### src/rtl/hbexec_wide_pkg.sv
// Shared command/response codes, FSM states and special payloads for the
// hbexec_wide command-to-wishbone executor.
package hbexec_wide_pkg;

  localparam logic [1:0] CMD_RD   = 2'b00;
  localparam logic [1:0] CMD_WR   = 2'b01;
  localparam logic [1:0] CMD_ADDR = 2'b10;

  localparam logic [1:0] RSP_RD      = 2'b00;
  localparam logic [1:0] RSP_WR      = 2'b01;
  localparam logic [1:0] RSP_ADDR    = 2'b10;
  localparam logic [1:0] RSP_SPECIAL = 2'b11;

  localparam int unsigned SPECIAL_ERROR = 0;
  localparam int unsigned SPECIAL_RESET = 1;

  typedef enum logic [1:0] {
    IDLE = 2'd0,
    REQ  = 2'd1,
    WAIT = 2'd2
  } state_t;

endpackage

### src/rtl/hbexec_wide_rsp.sv
// Response former: turns ack, error, set-address and post-reset events into a
// registered single-cycle response word.
module hbexec_wide_rsp
  import hbexec_wide_pkg::*;
#(
  parameter int AW = 30,
  parameter int DW = 32
) (
  input  logic          clk,
  input  logic          rst,
  input  logic          ack_evt,
  input  logic          ack_we,
  input  logic [DW-1:0] ack_data,
  input  logic          err_evt,
  input  logic          addr_evt,
  input  logic [AW-1:0] addr,
  output logic          rsp_stb,
  output logic [DW+1:0] rsp_word
);

  logic reset_pend;

  // reset_pend survives reset as 1 so the first live clock announces the reset.
  // Error outranks an ack arriving in the same cycle.
  always_ff @(posedge clk or posedge rst) begin
    if (rst) begin
      reset_pend <= 1'b1;
      rsp_stb    <= 1'b0;
      rsp_word   <= '0;
    end else begin
      reset_pend <= 1'b0;
      rsp_stb    <= err_evt | ack_evt | addr_evt | reset_pend;
      if (err_evt)
        rsp_word <= {RSP_SPECIAL, DW'(SPECIAL_ERROR)};
      else if (ack_evt)
        rsp_word <= ack_we ? {RSP_WR, {DW{1'b0}}} : {RSP_RD, ack_data};
      else if (addr_evt)
        rsp_word <= {RSP_ADDR, DW'(addr)};
      else if (reset_pend)
        rsp_word <= {RSP_SPECIAL, DW'(SPECIAL_RESET)};
    end
  end

endmodule

### src/rtl/hbexec_wide.sv
// Command-word driven wishbone master. Define HBEXEC_WIDE_BURST_EN to enable
// pipelined read bursts; otherwise every read is a single request.
module hbexec_wide
  import hbexec_wide_pkg::*;
#(
  parameter int AW      = 30,
  parameter int DW      = 32,
  parameter int LGBURST = 4
) (
  input  logic            i_clk,
  input  logic            i_reset,
  input  logic            i_cmd_stb,
  input  logic [DW+1:0]   i_cmd_word,
  output logic            o_cmd_busy,
  output logic            o_rsp_stb,
  output logic [DW+1:0]   o_rsp_word,
  output logic            o_wb_cyc,
  output logic            o_wb_stb,
  output logic            o_wb_we,
  output logic [AW-1:0]   o_wb_addr,
  output logic [DW-1:0]   o_wb_data,
  output logic [DW/8-1:0] o_wb_sel,
  input  logic            i_wb_ack,
  input  logic            i_wb_stall,
  input  logic            i_wb_err,
  input  logic [DW-1:0]   i_wb_data
);

`ifdef HBEXEC_WIDE_BURST_EN
  localparam int CW = LGBURST + 1;
`else
  localparam int CW = 1;
`endif

  state_t        state;
  logic          fixed_addr;
  logic          final_busy;
  logic [CW-1:0] req_left;
  logic [CW-1:0] pending;
  logic [CW-1:0] left_nxt;
  logic [CW-1:0] pend_nxt;
  logic [CW-1:0] rd_count;
  logic [1:0]    cmd_type;
  logic          accept;
  logic          issue;
  logic          ack;
  logic          err;
  logic          done;
  logic          unused_bits;

  assign cmd_type    = i_cmd_word[DW+1:DW];
  assign o_cmd_busy  = (state != IDLE) || final_busy;
  assign accept      = i_cmd_stb && !o_cmd_busy;
  assign issue       = o_wb_stb && !i_wb_stall;
  assign err         = o_wb_cyc && i_wb_err;
  assign ack         = o_wb_cyc && i_wb_ack && !i_wb_err;
  assign left_nxt    = req_left - CW'(issue);
  assign pend_nxt    = pending + CW'(issue) - CW'(ack);
  assign done        = (left_nxt == '0) && (pend_nxt == '0);
  assign o_wb_sel    = '1;
  assign unused_bits = ^i_cmd_word;

`ifdef HBEXEC_WIDE_BURST_EN
  assign rd_count = CW'(i_cmd_word[LGBURST-1:0]) + CW'(1);
`else
  assign rd_count = CW'(1);
`endif

  // Bus sequencer: IDLE decodes commands, REQ issues strobes, WAIT drains acks.
  // final_busy holds off new commands while the last response is on the wire.
  always_ff @(posedge i_clk or posedge i_reset) begin
    if (i_reset) begin
      state      <= IDLE;
      o_wb_cyc   <= 1'b0;
      o_wb_stb   <= 1'b0;
      o_wb_we    <= 1'b0;
      o_wb_addr  <= '0;
      o_wb_data  <= '0;
      fixed_addr <= 1'b0;
      req_left   <= '0;
      pending    <= '0;
      final_busy <= 1'b0;
    end else begin
      final_busy <= 1'b0;
      case (state)
        IDLE: begin
          if (accept) begin
            case (cmd_type)
              CMD_ADDR: begin
                o_wb_addr  <= i_cmd_word[AW-1:0];
                fixed_addr <= i_cmd_word[DW-1];
              end
              CMD_RD: begin
                state    <= REQ;
                o_wb_cyc <= 1'b1;
                o_wb_stb <= 1'b1;
                o_wb_we  <= 1'b0;
                req_left <= rd_count;
              end
              CMD_WR: begin
                state     <= REQ;
                o_wb_cyc  <= 1'b1;
                o_wb_stb  <= 1'b1;
                o_wb_we   <= 1'b1;
                o_wb_data <= i_cmd_word[DW-1:0];
                req_left  <= CW'(1);
              end
              default: ;
            endcase
          end
        end
        default: begin
          if (err) begin
            state      <= IDLE;
            o_wb_cyc   <= 1'b0;
            o_wb_stb   <= 1'b0;
            o_wb_we    <= 1'b0;
            req_left   <= '0;
            pending    <= '0;
            final_busy <= 1'b1;
          end else begin
            req_left <= left_nxt;
            pending  <= pend_nxt;
            if (issue && !fixed_addr)
              o_wb_addr <= o_wb_addr + AW'(1);
            if (done) begin
              state      <= IDLE;
              o_wb_cyc   <= 1'b0;
              o_wb_stb   <= 1'b0;
              o_wb_we    <= 1'b0;
              final_busy <= 1'b1;
            end else if (left_nxt == '0) begin
              state    <= WAIT;
              o_wb_stb <= 1'b0;
            end
          end
        end
      endcase
    end
  end

  hbexec_wide_rsp #(
    .AW(AW),
    .DW(DW)
  ) u_rsp (
    .clk     (i_clk),
    .rst     (i_reset),
    .ack_evt (ack),
    .ack_we  (o_wb_we),
    .ack_data(i_wb_data),
    .err_evt (err),
    .addr_evt(accept && (cmd_type == CMD_ADDR)),
    .addr    (i_cmd_word[AW-1:0]),
    .rsp_stb (o_rsp_stb),
    .rsp_word(o_rsp_word)
  );

endmodule

### config.mk
export PLATFORM = sky130hd
export DESIGN_NAME = hbexec_wide
export DESIGN_NICKNAME = d
export VERILOG_FILES = /design/src/rtl/hbexec_wide_pkg.sv /design/src/rtl/hbexec_wide_rsp.sv /design/src/rtl/hbexec_wide.sv
export SDC_FILE = /design/constraint.sdc
export NUM_CORES = 1
export LEC_CHECK = 0
export BUFFER_PORTS_ARGS = -buffer_cell sky130_fd_sc_hd__buf_2
export CORE_MARGIN = 4
export CORE_UTILIZATION = 44
export CTS_BUF_LIST = sky130_fd_sc_hd__clkbuf_2
export DETAILED_ROUTE_END_ITERATION = 8
export PLACE_DENSITY_LB_ADDON = 0.25
export SYNTH_ARGS = -nofsm -noshare
export SYNTH_HDL_FRONTEND = slang
export SYNTH_SLANG_ARGS = --single-unit
export TNS_END_PERCENT = 50
### constraint.sdc
create_clock -name i_clk -period 2.6 [get_ports i_clk]
set_input_delay 0 -clock i_clk [delete_from_list [all_inputs] [get_ports i_clk]]
set_output_delay 0 -clock i_clk [all_outputs]
set_load 0.01 [all_outputs]
-- Yosys cells after proc, flatten, opt, wreduce, memory -nomap -nowiden
Index checks and enable logic that the tools add are counted.
W data, S select, Z words.
- equal/unequal tests: 8
- magnitude comparators: 0
- add/subtract/negate cells: 4
- mux-type cells: 34
- divide/modulo/power cells: 0
- shifts and indexed selects: 0
- bitwise gates (word level): 5
- reduce and logical (&&, ||, !) cells: 27
- $mul: 0
- operators by type and width (kind ; number):
    $mux W30 ; 5
    $mux W34 ; 4
    $mux W33 ; 1
    $add A30 B1 Y30 const B ; 1
    $mux W1 ; 17
    $reduce_and A3 Y1 ; 5
    $mux W2 ; 6
    $logic_and A1 B1 Y1 ; 8
    $ne A2 B2 Y1 const B ; 4
    $logic_not A1 Y1 ; 4
    $logic_not A2 Y1 ; 2
    $ne A4 B1 Y1 const B ; 1
    $reduce_and A4 Y1 ; 1
    $reduce_bool A2 Y1 ; 2
    $reduce_bool A4 Y1 ; 1
    $ne A3 B1 Y1 const B ; 1
    $or A1 B1 Y1 ; 3
    $reduce_bool A3 Y1 ; 1
    $eq A2 B1 Y1 const B ; 1
    $eq A2 B2 Y1 const B ; 1
    $not A1 Y1 ; 2
    $pmux W1 S2 ; 1
    $reduce_and A2 Y1 ; 1
    $reduce_or A2 Y1 ; 1
    3 further kinds ; 4
- bits in registers: 107
- RAM bits: 0
- logic and storage cells: 91
- latch bits: 0
- memory bits (read-only): 0
- output and inout bits: 105
- memories: 0
- input port bits: 72

-- Depth between registers and ports, before layout
- depth after elaboration: 9
- depth in mapped cells: 8

-- Modules after synthesis
A second synthesis with hierarchy kept.
- cell total of the unflattened synthesis: 505
- area total of the unflattened synthesis: 5227.5 um2
- modules (own cells, without submodules) (module ; seq. area each (um2) ; times used ; area an instance (um2) ; cells an instance):
    hbexec_wide ; 1751.7 ; 1 ; 3585.9 ; 349
    hbexec_wide_rsp ; 902.1 ; 1 ; 1641.6 ; 156

-- Worst setup path after synthesis
Ideal clock, no wire load.
- path kind: register to register
- from: reg state[0]
- to: reg o_wb_addr[5]
- cell stages (with the launch flop): 9
- arrival time: 1.899 ns
- library setup time: 0.125 ns
- setup slack: 0.576 ns
- cells stage by stage: dfrtp_1 > or2_1 > buf_2 > or4_4 > buf_6 > and2_4 > buf_2 > o21ai_0 > o21ai_1
- word-level cells in the longest chain between the ends: 6
- ends and longest elaborated chain (what ; RTL line ; RTL):
    start, declared ; hbexec_wide.sv:35 ; state_t state;
    start signal, assigned ; hbexec_wide.sv:73 ; state <= IDLE;
    start signal, assigned ; hbexec_wide.sv:94 ; state <= REQ;
    start signal, assigned ; hbexec_wide.sv:101 ; state <= REQ;
    $reduce_bool A2 Y1 ; hbexec_wide.sv:52 ; assign o_cmd_busy = (state != IDLE) || final_busy;
    $logic_or A1 B1 Y1 ; hbexec_wide.sv:52 ;
    $logic_not A1 Y1 ; hbexec_wide.sv:53 ; assign accept = i_cmd_stb && !o_cmd_busy;
    $logic_and A1 B1 Y1 ; hbexec_wide.sv:53 ;
    $ne A2 B2 Y1 (no line) ; -- ;
    $reduce_and A4 Y1 (no line) ; -- ;
    end signal, assigned ; hbexec_wide.sv:90 ; o_wb_addr <= i_cmd_word[AW-1:0];
    end signal, assigned ; hbexec_wide.sv:125 ; o_wb_addr <= o_wb_addr + AW'(1);
    end, declared ; hbexec_wide.sv:20 ; output logic [AW-1:0] o_wb_addr,
Parallel ways exist; a longest one is shown, timed or not.
A chain may end at the register's enable or synchronous reset.

-- Final worst setup path
- from: reg state[1]
- to: reg o_wb_addr[26]
The elaborated chain is that of the path after synthesis.

==> impl_metrics.json <==
{
  "drive_above_1_share_pct": 35.0,
  "worstSetupPathType": "reg -> reg",
  "cts_tree": "done",
  "critPathMaxFanout": 7,
  "tns_ns": 0,
  "drv_slew": 0,
  "grt_pass1_vias": 4950,
  "wl_per_cell_um": 17.3,
  "irDropWorstVdd_v": 0.000432,
  "place_inst": 803,
  "start_util_pct": 45.4,
  "overflow": 0,
  "layoutNonFillerInstCount": 903,
  "synth_area_mm2": 0.00523,
  "grt_pass1_wl_um": 25100,
  "htreeDepth": 3,
  "firstDrtPassIters": 5,
  "crit_path_end_kind": "flip-flop",
  "hold_depth": 3,
  "wl_um": 15600,
  "clock_path_buffers": 2,
  "period_minus_slack_ns": 2.44,
  "die_h_um": 117,
  "hold_viol": 0,
  "num_rows": 39,
  "syn_area_per_cell_um2": 10.4,
  "viasPerCell": 5.39,
  "max_cap_viol_count": 0,
  "die_width_um": 117,
  "synth_ff_type": "dfrtp_1",
  "power_density_mw_per_mm2": 954,
  "layout_common_cells": "buf_2, dfrtp_1, dlygate4sd3_1, nand2_1",
  "root_buffer": "clkbuf_2",
  "area_growth_pct": 38.5,
  "rrSetupSlack_ns": 0.16,
  "r2r_end": "o_wb_addr[26]",
  "drcViolationCount": 0,
  "setup_viol": 0,
  "io_buffers": 172,
  "leakage_nw": 3.36,
  "nets": 828,
  "drt_iter0_drc": 390,
  "total_power_w": 0.00691,
  "r2r-start": "state[1]",
  "numCtsBuffers": 9,
  "holdWs_ns": 0.123,
  "cp.required_ns": 3.12,
  "hold_end": "o_wb_data[9]",
  "yosysUniqueCellTypes": 60,
  "clk_pin_slew_ns": 0.34,
  "place_hpwl_um": 10600,
  "clk_latency_ns": 0.66,
  "cts.sinks": 106,
  "grt_max_degree": 59,
  "core_mm2": 0.0115,
  "postCtsSetupBuffers": 0,
  "clock.fmax_ghz": 0.410,
  "crit_path_start_kind": "flip-flop",
  "hp-start": "i_cmd_word[9]",
  "finish.utilization_pct": 62.9,
  "clock_skew_ns": 0.0556,
  "final_common_cell": "buf_2",
  "antenna_found_initial": 0,
  "status": "finished clean",
  "rr_worst_depth": 6,
  "ant_nets": 0,
  "hp-class": "in -> reg",
  "track_usage_pct": 23.5,
  "ys_seq_area_share_pct": 50.7,
  "ys_ff_latch": 106,
  "diodes": 0,
  "gp_congestion": 0.798,
  "die-area_mm2": 0.0137,
  "synth_edf_count": 0,
  "startpoint": "state[1]",
  "synth_warnings": 0,
  "rsz0062_at_grt": "false",
  "pin_count": 177,
  "syn_inst": 505,
  "cp.arrival_ns": 2.96,
  "synthArstFlopShare_pct": 100,
  "timing.final.crit_share_pct": 93.8,
  "relSlewSlack_pct": 26.7,
  "num_vias": 4868,
  "worst_pin_slew_ns": 1.09
}
worst max-delay path by stage:
stage,to,slack (ns),depth (start not counted)
after CTS,o_wb_addr[25],0.09,7
after detailed placement,u_rsp.rsp_word[23],0.27,6
final,o_wb_addr[26],0.16,6
after global placement,u_rsp.rsp_word[29],0.35,6
after floorplan,o_wb_addr[5],0.58,8
after global routing,o_wb_addr[26],0.02,6
report_power, final:
group / switching, W / leakage [nW] / internal, W
clock network: 0.000601 / 0.0689 / 0.000229
registers: 0.000550 / 1.30 / 0.00230
logic: 0.00177 / 1.99 / 0.00146
flip-flops by register name, summed over array words and instances (netlist names):
register and flops:
fixed_addr 1, req_left 1, o_wb_addr 30, final_busy 1, o_wb_cyc 1, o_wb_data 32, u_rsp.reset_pend 1, u_rsp.rsp_stb 1
pending 1, o_wb_we 1, state 2, u_rsp.rsp_word 34
area by class of cell:
cell class | instances | area (um^2)
well taps | 143 | 179
repair buffers | 272 | 1850
flip-flops and latches | 106 | 2650
clock buffers | 9 | 45.0
multi-input cells | 357 | 2400
clock inverters | 7 | 76.3
fillers | 937 | 4270
inverters | 9 | 37.5
per-layer routing:
metal  global-route usage, %  up-vias  share of wire (%)  wire (um)
met5                       0        -                  0          0
met4                    6.57        0                1.7        260
met3                    6.48       24                7.6       1190
met2                    38.2      189                 47       7400
met1                    31.1     2330                 43       6760
li1                        -     2325                  -          -
cells in the mapped netlist (2+ instances only):
cell type / number / area [um^2]
mux2i_1: 32 / 320
nor4_2: 2 / 25.0
buf_6: 2 / 22.5
o21ai_0: 22 / 110
or3_1: 5 / 31.3
nand3b_1: 2 / 15.0
a21oi_1: 31 / 155
nor2_1: 16 / 60.1
buf_4: 6 / 45.0
a2bb2oi_2: 6 / 90.1
or4_1: 2 / 15.0
nor3_2: 2 / 20.0
xnor2_1: 2 / 17.5
dfrtp_1: 105 / 2630
inv_1: 9 / 33.8
nand2b_1: 2 / 12.5
o22ai_1: 7 / 43.8
and3_1: 7 / 43.8
a22o_1: 2 / 17.5
mux2_2: 33 / 372
and2_1: 3 / 18.8
conb_1: 2 / 7.51
o21a_1: 3 / 22.5
and4_1: 2 / 17.5
a32oi_1: 2 / 17.5
a21o_1: 4 / 30.0
buf_2: 9 / 45.0
nor2b_1: 2 / 12.5
a21oi_2: 6 / 52.6
nor3_1: 10 / 50.1
o21ai_1: 33 / 165
clkbuf_1: 19 / 71.3
a31oi_1: 4 / 25.0
nand4_1: 13 / 81.3
nand2_1: 61 / 229
nand3_1: 13 / 65.1
metrics by stage:
step	worst slack, ns	area [um^2]
4_1_cts	0.0919	7230
3_3_place_gp	0.350	6270
3_5_place_dp	0.270	6270
5_1_grt	0.0222	7240
6_report	0.162	7240
2_1_floorplan	0.576	5250
worst max-delay path, cell delays in order (launching register included):
cell,delay (ns)
dfrtp_1,0.47
or2_2,0.35
or4_4,0.56
and3_1,0.19
a31oi_1,0.12
dlygate4sd3_1,0.56
o311ai_0,0.11
kinds of logic after synthesis:
kind of cell,Yosys count,share of synthesized area (%)
AOI/OAI and AO/OA,133,16.1
other,2,0.144
muxes,65,13.2
xor gates and xnor gates,2,0.335
and+or+nand+nor,151,15.0
buffers and inverters,45,4.16
DFF,106,50.7
adders and majority gates,1,0.239
timing repair:
action,in CTS,in global routing
endpoints found under the hold margin,208,0
hold buffers,84,0
resized for setup,0,3
setup endpoints to repair,0,5
No activity file was read; power rests on OpenSTA's default activity.
